$ cat src/rtl/add16_op_sequencer.sv
// Operand/result sequencer around an external combinational 16-bit adder.
// Handles 16-bit ops in one pass and 32-bit ops in two passes, with a programmable settle time.
module add16_op_sequencer #(
    parameter int unsigned SETTLE_CYCLES = 2
) (
    input  logic        clk,
    input  logic        rst_n,
    input  logic        in_valid,
    output logic        in_ready,
    input  logic [31:0] in_a,
    input  logic [31:0] in_b,
    input  logic        in_sub,
    input  logic        in_wide,
    output logic [15:0] add_a,
    output logic [15:0] add_b,
    output logic        add_cin,
    input  logic [15:0] add_s,
    input  logic        add_cout,
    output logic        out_valid,
    input  logic        out_ready,
    output logic [31:0] out_sum,
    output logic        out_carry,
    output logic        out_ovf,
    output logic        out_zero
);

    typedef enum logic [1:0] {StIdle, StLo, StHi, StDone} state_e;

    localparam logic [3:0] CntLoad = 4'(SETTLE_CYCLES);

    state_e      state_q, state_d;
    logic [31:0] a_q, a_d;
    logic [31:0] bp_q, bp_d;
    logic        wide_q, wide_d;
    logic [3:0]  cnt_q, cnt_d;
    logic [31:0] sum_q, sum_d;
    logic        carry_q, carry_d;
    logic        ovf_q, ovf_d;
    logic        zero_q, zero_d;
    logic [15:0] add_a_q, add_a_d;
    logic [15:0] add_b_q, add_b_d;
    logic        add_cin_q, add_cin_d;

    logic [31:0] b_in;
    logic        last;
    logic [31:0] sum_wide;

    // Subtraction is A + ~B + 1; the inverted operand is kept for the overflow check.
    assign b_in     = in_sub ? ~in_b : in_b;
    assign last     = (cnt_q == 4'd1);
    assign sum_wide = {add_s, sum_q[15:0]};

    always_comb begin
        state_d   = state_q;
        a_d       = a_q;
        bp_d      = bp_q;
        wide_d    = wide_q;
        cnt_d     = cnt_q;
        sum_d     = sum_q;
        carry_d   = carry_q;
        ovf_d     = ovf_q;
        zero_d    = zero_q;
        add_a_d   = add_a_q;
        add_b_d   = add_b_q;
        add_cin_d = add_cin_q;

        unique case (state_q)
            StIdle: begin
                if (in_valid) begin
                    a_d       = in_a;
                    bp_d      = b_in;
                    wide_d    = in_wide;
                    add_a_d   = in_a[15:0];
                    add_b_d   = b_in[15:0];
                    add_cin_d = in_sub;
                    cnt_d     = CntLoad;
                    state_d   = StLo;
                end
            end
            StLo: begin
                if (!last) begin
                    cnt_d = cnt_q - 4'd1;
                end else if (wide_q) begin
                    // Low-half carry feeds straight into the high pass.
                    sum_d[15:0] = add_s;
                    add_a_d     = a_q[31:16];
                    add_b_d     = bp_q[31:16];
                    add_cin_d   = add_cout;
                    cnt_d       = CntLoad;
                    state_d     = StHi;
                end else begin
                    sum_d   = {16'h0000, add_s};
                    carry_d = add_cout;
                    ovf_d   = (a_q[15] == bp_q[15]) && (add_s[15] != a_q[15]);
                    zero_d  = (add_s == 16'h0000);
                    state_d = StDone;
                end
            end
            StHi: begin
                if (!last) begin
                    cnt_d = cnt_q - 4'd1;
                end else begin
                    sum_d   = sum_wide;
                    carry_d = add_cout;
                    ovf_d   = (a_q[31] == bp_q[31]) && (add_s[15] != a_q[31]);
                    zero_d  = (sum_wide == 32'h0000_0000);
                    state_d = StDone;
                end
            end
            StDone: begin
                if (out_ready) begin
                    state_d = StIdle;
                end
            end
            default: state_d = StIdle;
        endcase
    end

    always_ff @(posedge clk or negedge rst_n) begin
        if (!rst_n) begin
            state_q   <= StIdle;
            a_q       <= '0;
            bp_q      <= '0;
            wide_q    <= 1'b0;
            cnt_q     <= '0;
            sum_q     <= '0;
            carry_q   <= 1'b0;
            ovf_q     <= 1'b0;
            zero_q    <= 1'b0;
            add_a_q   <= '0;
            add_b_q   <= '0;
            add_cin_q <= 1'b0;
        end else begin
            state_q   <= state_d;
            a_q       <= a_d;
            bp_q      <= bp_d;
            wide_q    <= wide_d;
            cnt_q     <= cnt_d;
            sum_q     <= sum_d;
            carry_q   <= carry_d;
            ovf_q     <= ovf_d;
            zero_q    <= zero_d;
            add_a_q   <= add_a_d;
            add_b_q   <= add_b_d;
            add_cin_q <= add_cin_d;
        end
    end

    assign in_ready  = (state_q == StIdle);
    assign out_valid = (state_q == StDone);
    assign out_sum   = sum_q;
    assign out_carry = carry_q;
    assign out_ovf   = ovf_q;
    assign out_zero  = zero_q;
    assign add_a     = add_a_q;
    assign add_b     = add_b_q;
    assign add_cin   = add_cin_q;

endmodule

$ cat config.mk
export PLATFORM = sky130hd
export DESIGN_NAME = add16_op_sequencer
export DESIGN_NICKNAME = d
export VERILOG_FILES = /design/src/rtl/add16_op_sequencer.sv
export SDC_FILE = /design/constraint.sdc
export NUM_CORES = 1
export LEC_CHECK = 0
export CAP_MARGIN = 20
export CORE_AREA = 2 2 108 110
export CTS_CLUSTER_DIAMETER = 200
export DETAILED_ROUTE_END_ITERATION = 10
export DIE_AREA = 0 0 110 112
export PLACE_DENSITY = 0.79
export SETUP_SLACK_MARGIN = 0.05
export SLEW_MARGIN = 20
export SYNTH_ARGS = -nofsm -noshare
export SYNTH_HDL_FRONTEND = slang
export SYNTH_SLANG_ARGS = --single-unit
$ cat constraint.sdc
create_clock -name clk -period 2.37 [get_ports clk]
set_clock_uncertainty 0.1 [all_clocks]
set_input_delay 0.474 -clock clk [delete_from_list [all_inputs] [get_ports clk]]
set_output_delay 0.474 -clock clk [all_outputs]
set_load 0.01 [all_outputs]
After elaboration in Yosys (flattened, before gate mapping)

Cells that the tools add are included.

Equality and inequality tests: 16
Add/subtract/negate cells: 1
Reduce and logical (&&, ||, !) cells: 14
Bitwise gates (word level): 2
Muxes and demuxes: 40

Operator list:

| operator                                         | number |
|---|---|
| 2-to-1 mux 16 bit                                | 7 |
| 2-to-1 mux 32 bit                                | 3 |
| case mux 16 bit (2 select lines)                 | 2 |
| case mux 32 bit (2 select lines)                 | 1 |
| logical NOT 32 bit                               | 1 |
| NOT 32 bit                                       | 1 |
| logical NOT 16 bit                               | 1 |
| 2-to-1 mux 4 bit                                 | 4 |
| AND reduction 4 bit                              | 4 |
| 2-to-1 mux 1 bit                                 | 13 |
| inequality test 2 bit, second input constant     | 6 |
| case mux 4 bit (3 select lines)                  | 1 |
| 2-to-1 mux 2 bit                                 | 4 |
| case mux 1 bit (2 select lines)                  | 4 |
| case mux 2 bit (4 select lines)                  | 1 |
| == test 2 bit, second input constant             | 2 |
| == test 4 x 1 -> 1 bit, second input constant    | 1 |
| nonzero test 2 bit                               | 2 |
| subtractor 4 x 1 -> 4 bit, second input constant | 1 |
| inequality test 3 bit, second input constant     | 1 |
| AND reduction 3 bit                              | 1 |
| nonzero test 3 bit                               | 1 |
| == test 1 bit                                    | 2 |
| == test 2 x 1 -> 1 bit, second input constant    | 1 |
| other kinds (6)                                  | 8 |

Output and inout bits: 70
Logic and storage cells: 86
Flip-flop bits (word level): 139

Longest topological paths before layout

Depth in word-level cells: 5
Depth in mapped cells: 8
Gate-level depth less buffers: 6

Worst setup path before layout

OpenSTA, ideal clock, no wires.

Path kind: register to register
From: register state_q[1]
To: register add_a_q[0] (netlist: add_a[0])
Path slack: 328 ps
Data arrival time: 1817 ps
Buffers on the path: 2
Stages on the path, launching flop included: 7
Path through: dfrtp_1 > inv_1 > ha_1 > buf_2 > clkbuf_1 > mux2_2 > mux2_2

Cells in the longest elaborated chain, start to end: 3
Elaborated cells on any way between the ends: 8
Those cells by class: eq/ne (4); mux (1); reduce/logical (3)

Ends and longest elaborated chain:

| item                                                                                | line | text |
|---|---|---|
| start, declared                                                                     | 31   | `state_e state_q, state_d;` |
| start signal, assigned                                                              | 121  | `state_q <= StIdle;` |
| start signal, assigned                                                              | 134  | `state_q <= state_d;` |
| == test 2 x 1 -> 1 bit / logical NOT 2 bit (equally long branches)                  | 67   | `unique case (state_q)` |
| inequality test 2 bit (no source line) / nonzero test 2 bit (equally long branches) | -    |  |
| AND reduction 4 bit (no source line)                                                | -    |  |
| end signal, assigned                                                                | 130  | `add_a_q <= '0;` |
| end signal, assigned                                                                | 143  | `add_a_q <= add_a_d;` |
| end, declared                                                                       | 40   | `logic [15:0] add_a_q, add_a_d;` |

Parallel ways exist; a longest one is shown, timed or not.
A chain may end at the register's enable or synchronous reset.

Worst setup path after layout

From: register state_q[0]
To: output in_ready

Cells in the longest elaborated chain, start to end: 1

Ends and longest elaborated chain:

| item              | line | text |
|---|---|---|
| logical NOT 2 bit | 149  | `assign in_ready = (state_q == StIdle);` |
| end, declared     | 9    | `output logic in_ready,` |

No other way between the ends.

==> impl_metrics.py <==
metrics = {
    "final_layout": {
        "fin_nets": 722,
        "drive_gt1_share_pct": 17.6,
        "final_cell_mix": "clkdlybuf4s50_1 (154), dfrtp_1 (108), nand2_1 (104)",
        "area_growth_pct": 40.1,
        "final_util_pct": 64.2,
        "diodes": 0,
        "final_common_cell": "clkdlybuf4s50_1",
    },
    "power_and_ir_drop": {
        "p_leak_nw": 3.00,
        "cellPowerDensity_nw_per_um2": 1280,
        "ir_drop_mv": 0.621,
    },
    "floorplanning": {
        "die_w_um": 110,
        "dieArea_um2": 12300,
        "io_pins": 157,
        "die_h_um": 112,
        "initial_core_util_pct": 45.8,
        "num_rows": 39,
        "coreArea_um2": 11200,
    },
    "clock_tree": {
        "cts_tree": "yes",
        "cts_setup_buffers": 0,
        "clk_latency_ns": 0.34,
        "cts_root_buf": "clkbuf_16",
        "cts_sinks": 109,
        "clkSlewWorstSetupHoldPaths_ns": 0.07,
        "numCtsBuffers": 9,
        "htree_num_levels": 3,
        "clock_path_buffers": 2,
    },
    "drt": {
        "drc": 0,
        "wirelength_um": 12600,
        "via_count": 4037,
        "wl_per_cell_um": 16.2,
        "route.met2.wl_um": 6350,
        "ant_nets": 0,
        "wl_met1_um": 4860,
        "vias_per_cell": 5.22,
        "drt_iter0_drc": 234,
        "dr.pass1.iters": 4,
        "met3_length_um": 1160,
        "dr.max_layer_used": "met4",
    },
    "logic_synthesis": {
        "syn_nets": 567,
        "netlist_top_cells_area": "dfrtp_1 (53%), mux2_2 (15%), nand2_1 (7.7%)",
        "synth_warnings": 0,
        "synth_top_area_share_pct": 53.3,
        "netlist_instances": 471,
        "syn_area_per_cell_um2": 10.9,
        "ys_seq_area_share_pct": 53.3,
        "syn_area_um2": 5120,
        "yosys.cell_types.count": 30,
        "synth_top_area_cell": "dfrtp_1",
        "synth-seq-cells": 109,
    },
    "sta": {
        "setup-tns-final_ns": 0,
        "hold_violations": 0,
        "layout_min_cycle_time_ns": 2.24,
        "max_freq_mhz": 447,
        "setup_ws_ns": 0.132,
        "worstMarginPinSlew_ns": 0.811,
        "slew_headroom_pct": 45.9,
        "hold_slack_ns": 0.0295,
        "fin_crit_sh_pct": 94.4,
        "drv_slew": 0,
        "grt_setup_unrepaired": "no",
        "setup_violations": 0,
    },
    "critical_path": {
        "crit_path_end_kind": "primary output",
        "critPathArrivalTime_ns": 1.66,
        "worstSetupPathType": "flip-flop to primary output",
        "critPathLaunchType": "flip-flop",
        "path_max_fanout": 7,
        "worstPathRequired_ns": 1.80,
    },
    "global_route": {
        "grt_usage_pct": 21.0,
        "grt_pass1_vias": 4195,
        "grt_max_degree": 46,
        "grt_pass1_wl_um": 20300,
        "antenna_found_initial": 0,
        "grt_overflow_total": 0,
    },
    "outcome": {
        "status": "complete, no violations",
    },
    "placement": {
        "dp_slack_ns": 0.261,
        "portBuffers": 156,
        "gp_congestion": 0.863,
        "hpwl_um": 9250,
    },
    "flow_run": {
        "drv_cap": 0,
    },
    "hold_path": {
        "hp-class": "input port to asynchronous set/reset pin",
    },
}
[registers in the layout (all words and copies together) (netlist names), 2 cells and up]
name     count
state_q      2
add_b       16
add_a       16
bp_q        17
a_q         17
out_sum     32
cnt_q        4
[cell families (layout without fill, tap and decap cells)]
family | after synthesis | count (layout) | share of synthesized area, %
compound gates | 85 | 85 | 9.31
xor+xnor | 32 | 32 | 5.48
fa+ha+maj | 9 | 9 | 2.20
buf+inv | 34 | 194 | 3.08
flops | 109 | 109 | 53.3
mux | 71 | 71 | 15.6
simple gates | 131 | 131 | 11.0
[metrics by stage]
stage | cells | cell area [um^2] | total power, mW
3_5_place_dp | 758 | 6880 | 7.76
2_1_floorplan | 471 | 5120 | 5.71
4_1_cts | 774 | 7160 | 9.21
6_report | 774 | 7170 | 9.16
5_1_grt | 774 | 7170 | 9.82
3_3_place_gp | 758 | 6880 | 7.56
[per-layer routing]
metal | vias to the layer above | GRT usage (%)
met5 | - | 0
met4 | 0 | 5.40
met3 | 17 | 5.68
met2 | 174 | 36.0
met1 | 1924 | 25.8
li1 | 1922 | -
[power breakdown]
part,leakage [nW],switching [mW],total [mW],internal [mW]
combinational,1.57,1.88,4.32,2.44
sequential,1.29,0.618,3.42,2.80
clock,0.132,0.669,1.42,0.748
total,3.00,3.17,9.16,5.99
[repair_timing]
item                       4_1_cts  5_1_grt
resized for setup                2        2
hold buffers                     0        0
setup endpoints to repair        1        1
cloned                           0        0
pin swaps                        0        0
[synthesized netlist by cell type (all sizes together)]
library cell  count
a21oi             4
a22o              3
a41oi             1
buf               9
clkbuf           18
clkinv            1
dfrtp           109
ha                9
inv               6
mux2             71
nand2           105
nand2b            4
nand3             1
nand3b            1
nand4             1
nor2              4
nor2b             3
nor3b             1
nor4             10
o2111a            1
o211ai            1
o21ai            69
o221ai            2
o22ai             1
o31ai             3
or3               1
xnor2            32
[layout make-up]
cell class,count,area [um^2]
clock buffer,10,239
clock inverter,6,45.0
fill,946,4000
inverter,7,26.3
multi-input combinational,328,2250
sequential,109,2730
tap,143,179
timing repair buffer,171,1700
[worst paths after layout]
path | end | from | cells past startpoint | slack [ns]
setup / recovery | in_ready | state_q[0]$_DFFE_PN0P_ | 3 | 0.13
setup reg to reg | add_a[8]$_DFFE_PN0P_ | state_q[1]$_DFFE_PN0P_ | 5 | 0.33
min in group clk | out_sum[28]$_DFFE_PN0P_ | out_sum[28]$_DFFE_PN0P_ | 2 | 0.38
max in group asynchronous | a_q[19]$_DFFE_PN0P_ | rst_n | 2 | 1.50
hold / removal | out_sum[26]$_DFFE_PN0P_ | rst_n | 1 | 0.03
hold reg to reg | out_sum[28]$_DFFE_PN0P_ | out_sum[28]$_DFFE_PN0P_ | 2 | 0.38
[worst max-delay path: stages, from the launching register on]
cell and delay (ns):
dfrtp_2 0.46, inv_1 0.15, ha_4 0.18, clkdlybuf4s50_1 0.53
No activity file was read; power rests on OpenSTA's default activity.
